File: config.mk
export PLATFORM = sky130hd
export DESIGN_NAME = serial_add_sched
export DESIGN_NICKNAME = d
export VERILOG_FILES = /design/src/rtl/serial_add_sched.sv
export SDC_FILE = /design/constraint.sdc
export NUM_CORES = 1
export LEC_CHECK = 0
export CAP_MARGIN = 5
export CORE_MARGIN = 10
export CORE_UTILIZATION = 40
export CTS_CLUSTER_DIAMETER = 150
export DETAILED_ROUTE_END_ITERATION = 10
export HOLD_SLACK_MARGIN = 0.05
export PLACE_DENSITY = 0.67
export REMOVE_ABC_BUFFERS = 1
export SYNTH_ARGS = -nofsm -noshare
export SYNTH_HDL_FRONTEND = slang
export SYNTH_SLANG_ARGS = --single-unit
File: constraint.sdc
create_clock -name clk -period 1.8 [get_ports clk]
set_input_delay 0.18 -clock clk [delete_from_list [all_inputs] [get_ports clk]]
set_output_delay 0.18 -clock clk [all_outputs]
set_load 0.02 [all_outputs]
File: src/rtl/serial_add_sched.sv
// serial_add_sched: bit-serial adder sharing a single 1-bit full-adder cell
// between two requesters under round-robin arbitration.
//
// Ports:
//   clk, rst_n                      clock (rising edge), async active-low reset
//   req0_valid/a/b/cin, req0_ready  requester 0 operand handshake
//   req1_valid/a/b/cin, req1_ready  requester 1 operand handshake
//   res_valid/sum/cout/id, res_ready  result handshake, tagged with requester id
//   busy                            high while an addition is running or waiting
//                                   to be taken by the consumer
module serial_add_sched #(
  parameter int WIDTH = 8
) (
  input  logic             clk,
  input  logic             rst_n,
  input  logic             req0_valid,
  input  logic [WIDTH-1:0] req0_a,
  input  logic [WIDTH-1:0] req0_b,
  input  logic             req0_cin,
  output logic             req0_ready,
  input  logic             req1_valid,
  input  logic [WIDTH-1:0] req1_a,
  input  logic [WIDTH-1:0] req1_b,
  input  logic             req1_cin,
  output logic             req1_ready,
  output logic             res_valid,
  output logic [WIDTH-1:0] res_sum,
  output logic             res_cout,
  output logic             res_id,
  input  logic             res_ready,
  output logic             busy
);

  localparam int CW = (WIDTH > 1) ? $clog2(WIDTH) : 1;

  typedef enum logic [1:0] {
    IDLE = 2'd0,
    RUN  = 2'd1,
    DONE = 2'd2
  } state_t;

  state_t           state_r;
  logic             last_grant_r;
  logic [CW-1:0]    count_r;
  logic [WIDTH-1:0] a_r;
  logic [WIDTH-1:0] b_r;
  logic [WIDTH-1:0] sum_r;
  logic             carry_r;
  logic [WIDTH-1:0] res_sum_r;
  logic             res_cout_r;
  logic             res_id_r;
  logic             res_valid_r;
  logic             busy_r;

  logic             grant_s;
  logic             any_valid_s;
  logic             fa_sum_s;
  logic             fa_cout_s;
  logic [WIDTH-1:0] sum_next_s;

  // The shared cell: returns {carry_out, sum}.
  function automatic logic [1:0] full_add(input logic a, input logic b, input logic c);
    full_add = {(a & b) | (a & c) | (b & c), a ^ b ^ c};
  endfunction

  // Round-robin grant: a lone requester wins; on a tie the one not served last wins.
  always_comb begin
    grant_s     = 1'b0;
    any_valid_s = req0_valid | req1_valid;
    if (req0_valid && req1_valid) begin
      grant_s = ~last_grant_r;
    end else if (req1_valid) begin
      grant_s = 1'b1;
    end else begin
      grant_s = 1'b0;
    end
  end

  assign req0_ready = (state_r == IDLE) && req0_valid && (grant_s == 1'b0);
  assign req1_ready = (state_r == IDLE) && req1_valid && (grant_s == 1'b1);

  // One bit of the addition per cycle; the new sum bit enters at the MSB so
  // that after WIDTH shifts the LSB-first stream lands in natural order.
  always_comb begin
    {fa_cout_s, fa_sum_s}  = full_add(a_r[0], b_r[0], carry_r);
    sum_next_s             = sum_r >> 1;
    sum_next_s[WIDTH-1]    = fa_sum_s;
  end

  // Control FSM with operand, sum and result registers.
  always_ff @(posedge clk or negedge rst_n) begin
    if (!rst_n) begin
      state_r      <= IDLE;
      last_grant_r <= 1'b1;
      count_r      <= '0;
      a_r          <= '0;
      b_r          <= '0;
      sum_r        <= '0;
      carry_r      <= 1'b0;
      res_sum_r    <= '0;
      res_cout_r   <= 1'b0;
      res_id_r     <= 1'b0;
      res_valid_r  <= 1'b0;
      busy_r       <= 1'b0;
    end else begin
      case (state_r)
        IDLE: begin
          if (any_valid_s) begin
            a_r          <= grant_s ? req1_a : req0_a;
            b_r          <= grant_s ? req1_b : req0_b;
            carry_r      <= grant_s ? req1_cin : req0_cin;
            sum_r        <= '0;
            count_r      <= '0;
            res_id_r     <= grant_s;
            last_grant_r <= grant_s;
            busy_r       <= 1'b1;
            state_r      <= RUN;
          end
        end
        RUN: begin
          a_r     <= a_r >> 1;
          b_r     <= b_r >> 1;
          sum_r   <= sum_next_s;
          carry_r <= fa_cout_s;
          count_r <= count_r + CW'(1);
          if (count_r == CW'(WIDTH - 1)) begin
            // Result registers are loaded once so they stay put while the
            // next operand pair streams through the cell.
            res_sum_r   <= sum_next_s;
            res_cout_r  <= fa_cout_s;
            res_valid_r <= 1'b1;
            state_r     <= DONE;
          end
        end
        DONE: begin
          if (res_ready) begin
            res_valid_r <= 1'b0;
            busy_r      <= 1'b0;
            state_r     <= IDLE;
          end
        end
        default: begin
          res_valid_r <= 1'b0;
          busy_r      <= 1'b0;
          state_r     <= IDLE;
        end
      endcase
    end
  end

  assign res_valid = res_valid_r;
  assign res_sum   = res_sum_r;
  assign res_cout  = res_cout_r;
  assign res_id    = res_id_r;
  assign busy      = busy_r;

endmodule

==> results of run 1 <==
-- power by group --
part	leakage (nW)	internal (mW)	switching, mW	total (mW)
Sequential	0.520	1.39	0.273	1.66
Combinational	0.687	1.04	0.990	2.03
Clock	0.0452	0.274	0.331	0.605
-- sequential cells by signal, summed over array words and instances, names as in the netlist --
register and flops:
a_r 8, res_id 1, last_grant_r 1, busy 1, carry_r 1, res_sum 8, count_r 3, sum_r 7
b_r 8, res_cout 1, state_r 2, res_valid 1
-- synth_stat cells (all sizes together) (2+ instances only) --
cell / n / area (um2)
nor2: 17 / 63.81
dfrtp: 41 / 1026
nor3: 2 / 21.27
o21ai: 17 / 85.08
mux2: 10 / 112.6
clkbuf: 5 / 18.77
o31ai: 17 / 172.7
ha: 2 / 25.02
a21oi: 2 / 10.01
inv: 2 / 7.510
o2bb2ai: 2 / 17.52
a22o: 11 / 96.34
and2: 15 / 93.84
a221oi: 15 / 200.2
buf: 10 / 85.08
nand2: 4 / 17.52
mux2i: 2 / 20.02
-- worst min-delay path, stage by stage --
cell and delay [ps]:
dlygate4sd3_1 520, buf_2 100, buf_4 430
-- logic make-up (layout without fill, tap and decap cells) --
| kind of cell | Yosys count | count (layout) | share of synthesized area (%) |
|---|---|---|---|
| compound gates | 67 | 67 | 27.84 |
| flops | 42 | 42 | 48.47 |
| simple gates | 42 | 42 | 10.20 |
| buf+inv | 18 | 85 | 5.303 |
| mux | 12 | 12 | 6.110 |
| fa+ha+maj | 3 | 3 | 2.075 |
-- path summary, 6_finish.rpt --
path / start / cells past startpoint / to
worst max-delay path: last_grant_r / 3 / req0_ready
worst min-delay path: rst_n / 3 / b_r[1]
worst max register to register: state_r[1] / 5 / a_r[7]
worst min register to register: b_r[7] / 1 / b_r[7]
max in group asynchronous: rst_n / 3 / last_grant_r
min in group clk: b_r[7] / 1 / b_r[7]
-- layer usage --
layer,wire (um),share of wire [%]
met1,2443,48
met2,2441,47
met3,215,4.2
met4,40,0.78
met5,0,0
-- repair_timing --
| item | CTS | global route |
|---|---|---|
| endpoints found under the setup margin | 2 | 0 |
| hold buffers | 1 | 0 |
| gates resized for setup | 2 | 0 |
| endpoints found under the hold margin | 41 | 0 |
-- cell type report --
type | instances | share of cell area, %
tap | 70 | 2.995
sequential | 42 | 35.99
inverter | 3 | 0.3851
timing repair buffer | 74 | 23.28
multi-input combinational | 124 | 34.40
clock inverter | 2 | 0.4707
clock buffer | 6 | 2.482
==> flow_metrics.py, run 1 <==
metrics = {
    "sta": {
        "fin_crit_sh_pct": 94.67,
        "slew_headroom_pct": 64.85,
        "drv_slew": 0,
        "setup_viol": 0,
        "tns_ps": 0,
        "setup_ws_ps": 95.93,
        "finalCriticalPeriod_ps": 1704,
        "final-hold-violation-count": 0,
        "holdWs_ps": 480.1,
        "rsz0062_at_grt": "no",
        "clock.fmax_mhz": 586.8,
        "worst_pin_slew_ps": 527.2,
        "clock_skew_ps": 5.454,
    },
    "flow_run": {
        "drv_cap": 0,
    },
    "pwr": {
        "max-vdd-ir-drop_uv": 660.3,
        "leakage_nw": 1.252,
        "power_density_nw_per_um2": 1469,
        "finalPower_mw": 4.295,
    },
    "final_layout": {
        "drive_above_1_share_pct": 25.50,
        "nets": 292,
        "finalCoreUtilization_pct": 56.53,
        "layout.cells.non_filler": 321,
        "fill_cells": 466,
        "layout_commonest_cell": "clkdlybuf4s50_1",
        "design_area_um2": 2924,
        "mostFrequentLayoutCells": "clkdlybuf4s50_1, dfrtp_1, buf_4, nor2_1, o21ai_0",
        "syn_to_final_growth_pct": 34.70,
        "antenna_cells": 0,
        "seqCellArea_um2": 1052,
        "multi_input_area_um2": 1006,
    },
    "die": {
        "rows": 26,
        "die_w_um": 93.67,
        "fp.dieH_um": 93.67,
        "io_pins": 53,
        "initial_utilization_pct": 41.97,
        "fp.coreArea_um2": 5172,
        "die-area_um2": 8774,
    },
    "clock_tree": {
        "cts_num_sinks": 42,
        "cts_buffers": 5,
        "path_clk_slew_ps": 80,
        "cts_setup_buffers": 0,
        "clkLatencyLatePin_ps": 290,
        "cts_buffer_depth": 2,
        "h-tree-depth": 2,
        "cts_root_buf": "clkbuf_8",
        "cts_tree": "built",
    },
    "worst_setup_path": {
        "worstSetupEndpointType": "output port",
        "cp_max_fo": 4,
        "path_class": "reg -> out",
        "critPathRequiredTime_ps": 1620,
        "cp_cell_sequence": "a21bo_2, and3_1, dlygate4sd2_1",
        "crit_arrival_ps": 1520,
        "cpMaxStageDelayCell": "dfstp_2",
        "worst_setup_path_start_kind": "flip-flop",
        "rrSetupSlack_ps": 230,
        "cpPeakStageDelay_ps": 560,
        "crit_family": "flip-flops",
        "crit_buf_inv": 1,
    },
    "placed_design": {
        "preCtsSetupSlack_ps": -86.74,
        "dpl.hpwl_um": 3833,
        "port_buffers": 52,
        "place_inst": 312,
        "placed_area_um2": 2830,
        "place_congestion": 0.7839,
    },
    "grt": {
        "antenna_found_initial": 0,
        "grt_overflow_total": 0,
        "met1_usage_pct": 14.89,
        "grt_start_max_net_pins": 43,
        "grt_pass1_wl_um": 8583,
        "use_met3_pct": 4.077,
        "gr-max-usage-layer": "met2",
        "gr-usage-all-layers_pct": 12.04,
        "first_global_vias": 1705,
        "use_met2_pct": 19.66,
    },
    "drt": {
        "drt_iter0_markers": 80,
        "wl_per_cell_um": 16.02,
        "via_per_inst": 5.215,
        "via_count": 1674,
        "final_antenna_net_count": 0,
        "firstDrtPassIters": 4,
        "wl_um": 5141,
        "drc": 0,
    },
    "yosys": {
        "syn_avg_cell_area_um2": 11.80,
        "yosys_warnings": 0,
        "async_flop_share_pct": 100.0,
        "synth-edff-count": 0,
        "ys_dominant_reg_cell": "dfrtp_1",
        "ys_seq_area_share_pct": 48.47,
        "synthDistinctLibCells": 33,
        "syn_area_um2": 2171,
        "syn_inst": 184,
        "synth-seq-cells": 42,
    },
    "outcome": {
        "outcome": "completed",
    },
    "min_path": {
        "hp-class": "in -> async",
    },
}
Note: power is estimated with default switching activity, not from simulation.
==> inputs of run 2 (changes only) <==
- CAP_MARGIN: 5 -> 25
==> results of run 2 <==
The final DEF is identical to that of run 1; final timing and power are the same.
==> inputs of run 3 (changes only) <==
- PLACE_DENSITY: 0.67 -> default
- PLACE_DENSITY_LB_ADDON: default -> 0.25
==> flow_metrics.py, run 3 (synthesized netlist as in run 1, its figures left out) <==
metrics = {
    "outcome": {
        "outcome": "completed",
    },
    "final_layout": {
        "finalCoreUtilization_pct": 56.70,
        "design_area_um2": 2933,
        "layout.cells.non_filler": 319,
        "layout_commonest_cell": "clkdlybuf4s50_1",
        "mostFrequentLayoutCells": "clkdlybuf4s50_1, dfrtp_1, buf_4, o21ai_0, nor2_1",
        "drive_above_1_share_pct": 25.70,
        "syn_to_final_growth_pct": 35.10,
        "antenna_cells": 0,
        "fill_cells": 455,
        "nets": 290,
    },
    "grt": {
        "antenna_found_initial": 0,
        "grt_pass1_wl_um": 8694,
        "grt_overflow_total": 0,
        "gr-usage-all-layers_pct": 12.03,
        "first_global_vias": 1821,
        "grt_start_max_net_pins": 43,
    },
    "sta": {
        "clock_skew_ps": 2.575,
        "rsz0062_at_grt": "no",
        "final-hold-violation-count": 0,
        "setup_ws_ps": 79.92,
        "drv_slew": 0,
        "finalCriticalPeriod_ps": 1720,
        "slew_headroom_pct": 81.39,
        "worst_pin_slew_ps": 279.2,
        "setup_viol": 0,
        "fin_crit_sh_pct": 95.56,
        "clock.fmax_mhz": 581.4,
    },
    "clock_tree": {
        "cts_root_buf": "clkbuf_8",
        "cts_buffer_depth": 2,
        "cts_buffers": 5,
        "path_clk_slew_ps": 80,
        "cts_tree": "built",
        "clkLatencyLatePin_ps": 300,
        "cts_num_sinks": 42,
        "h-tree-depth": 2,
    },
    "die": {
        "rows": 26,
        "fp.dieH_um": 93.67,
        "io_pins": 53,
        "die-area_um2": 8774,
        "fp.coreArea_um2": 5172,
        "die_w_um": 93.67,
        "initial_utilization_pct": 41.97,
    },
    "drt": {
        "drc": 0,
        "wl_per_cell_um": 15.96,
        "final_antenna_net_count": 0,
        "via_per_inst": 5.326,
        "drt_iter0_markers": 77,
        "wl_um": 5090,
        "firstDrtPassIters": 5,
        "via_count": 1699,
    },
    "placed_design": {
        "port_buffers": 52,
        "preCtsSetupSlack_ps": -120.2,
        "place_congestion": 0.7800,
        "place_inst": 310,
        "placed_area_um2": 2828,
        "dpl.hpwl_um": 3845,
    },
    "worst_setup_path": {
        "cp_max_fo": 4,
        "crit_arrival_ps": 1540,
        "critPathRequiredTime_ps": 1620,
        "worst_setup_path_start_kind": "flip-flop",
        "path_class": "reg -> out",
        "worstSetupEndpointType": "output port",
    },
    "pwr": {
        "leakage_nw": 1.249,
        "max-vdd-ir-drop_uv": 599.0,
        "finalPower_mw": 4.298,
        "power_density_nw_per_um2": 1465,
    },
    "flow_run": {
        "drv_cap": 0,
    },
    "min_path": {
        "hp-class": "in -> async",
    },
}
[run 3: cell count changes in the layout (fill, tap and decap cells not counted), sizes merged]
cell	change
buf	-2
clkinv	-1
clkinvlp	+1
[run 3: repair_timing]
item	CTS	global route
endpoints found under the hold margin	41	0
setup buffers	0	0
pin swaps	0	0
hold buffers	1	0
resized for setup	2	1
setup endpoints to repair	2	1
[run 3: path summary, 6_finish.rpt]
path	end	start	slack, ps	cells past startpoint
max	req0_ready	last_grant_r	80	3
min	carry_r	rst_n	380	3
max reg2reg	a_r[7]	state_r[1]	240	5
min reg2reg	res_sum[2]	res_sum[2]	500	1
max in group asynchronous	last_grant_r	rst_n	1160	3
min in group clk	res_sum[2]	res_sum[2]	500	1
[run 3: power breakdown]
part	internal, mW	switching, mW
registers	1.39	0.270
clock network	0.308	0.323
logic	1.03	0.983
total	2.72	1.58
[run 3: layout make-up]
| cell class | instances | area (um2) | share of cell area, % |
|---|---|---|---|
| Multi-Input combinational cell | 124 | 1008 | 34.39 |
| Clock buffer | 6 | 82.58 | 2.816 |
| Tap cell | 70 | 87.58 | 2.986 |
| Inverter | 3 | 11.26 | 0.3840 |
| Sequential cell | 42 | 1052 | 35.88 |
| Clock inverter | 2 | 12.51 | 0.4266 |
| Timing Repair Buffer | 72 | 678.2 | 23.12 |
[run 3: layer usage]
metal  part of all wire [%]  vias up  track usage (%)
met1                     44      828            14.33
li1                       -      817                -
met5                      0        -                0
met3                    7.3        8            4.636
met4                   0.77        0            2.658
met2                     48       46            20.07
[run 3: stage by stage]
step / hold WS [ps] / TNS [ps]
5_1_grt: 420.0 / 0
3_3_place_gp: 171.6 / -195.3
3_5_place_dp: 171.1 / -247.3
2_1_floorplan: -115.6 / -19580
4_1_cts: 386.3 / 0
6_report: 382.6 / 0
[run 3: worst max-delay path, cell delays in order (launching register included)]
cell and delay (ps):
dfstp_2 560, a21bo_2 170, and3_1 180, dlygate4sd2_1 340
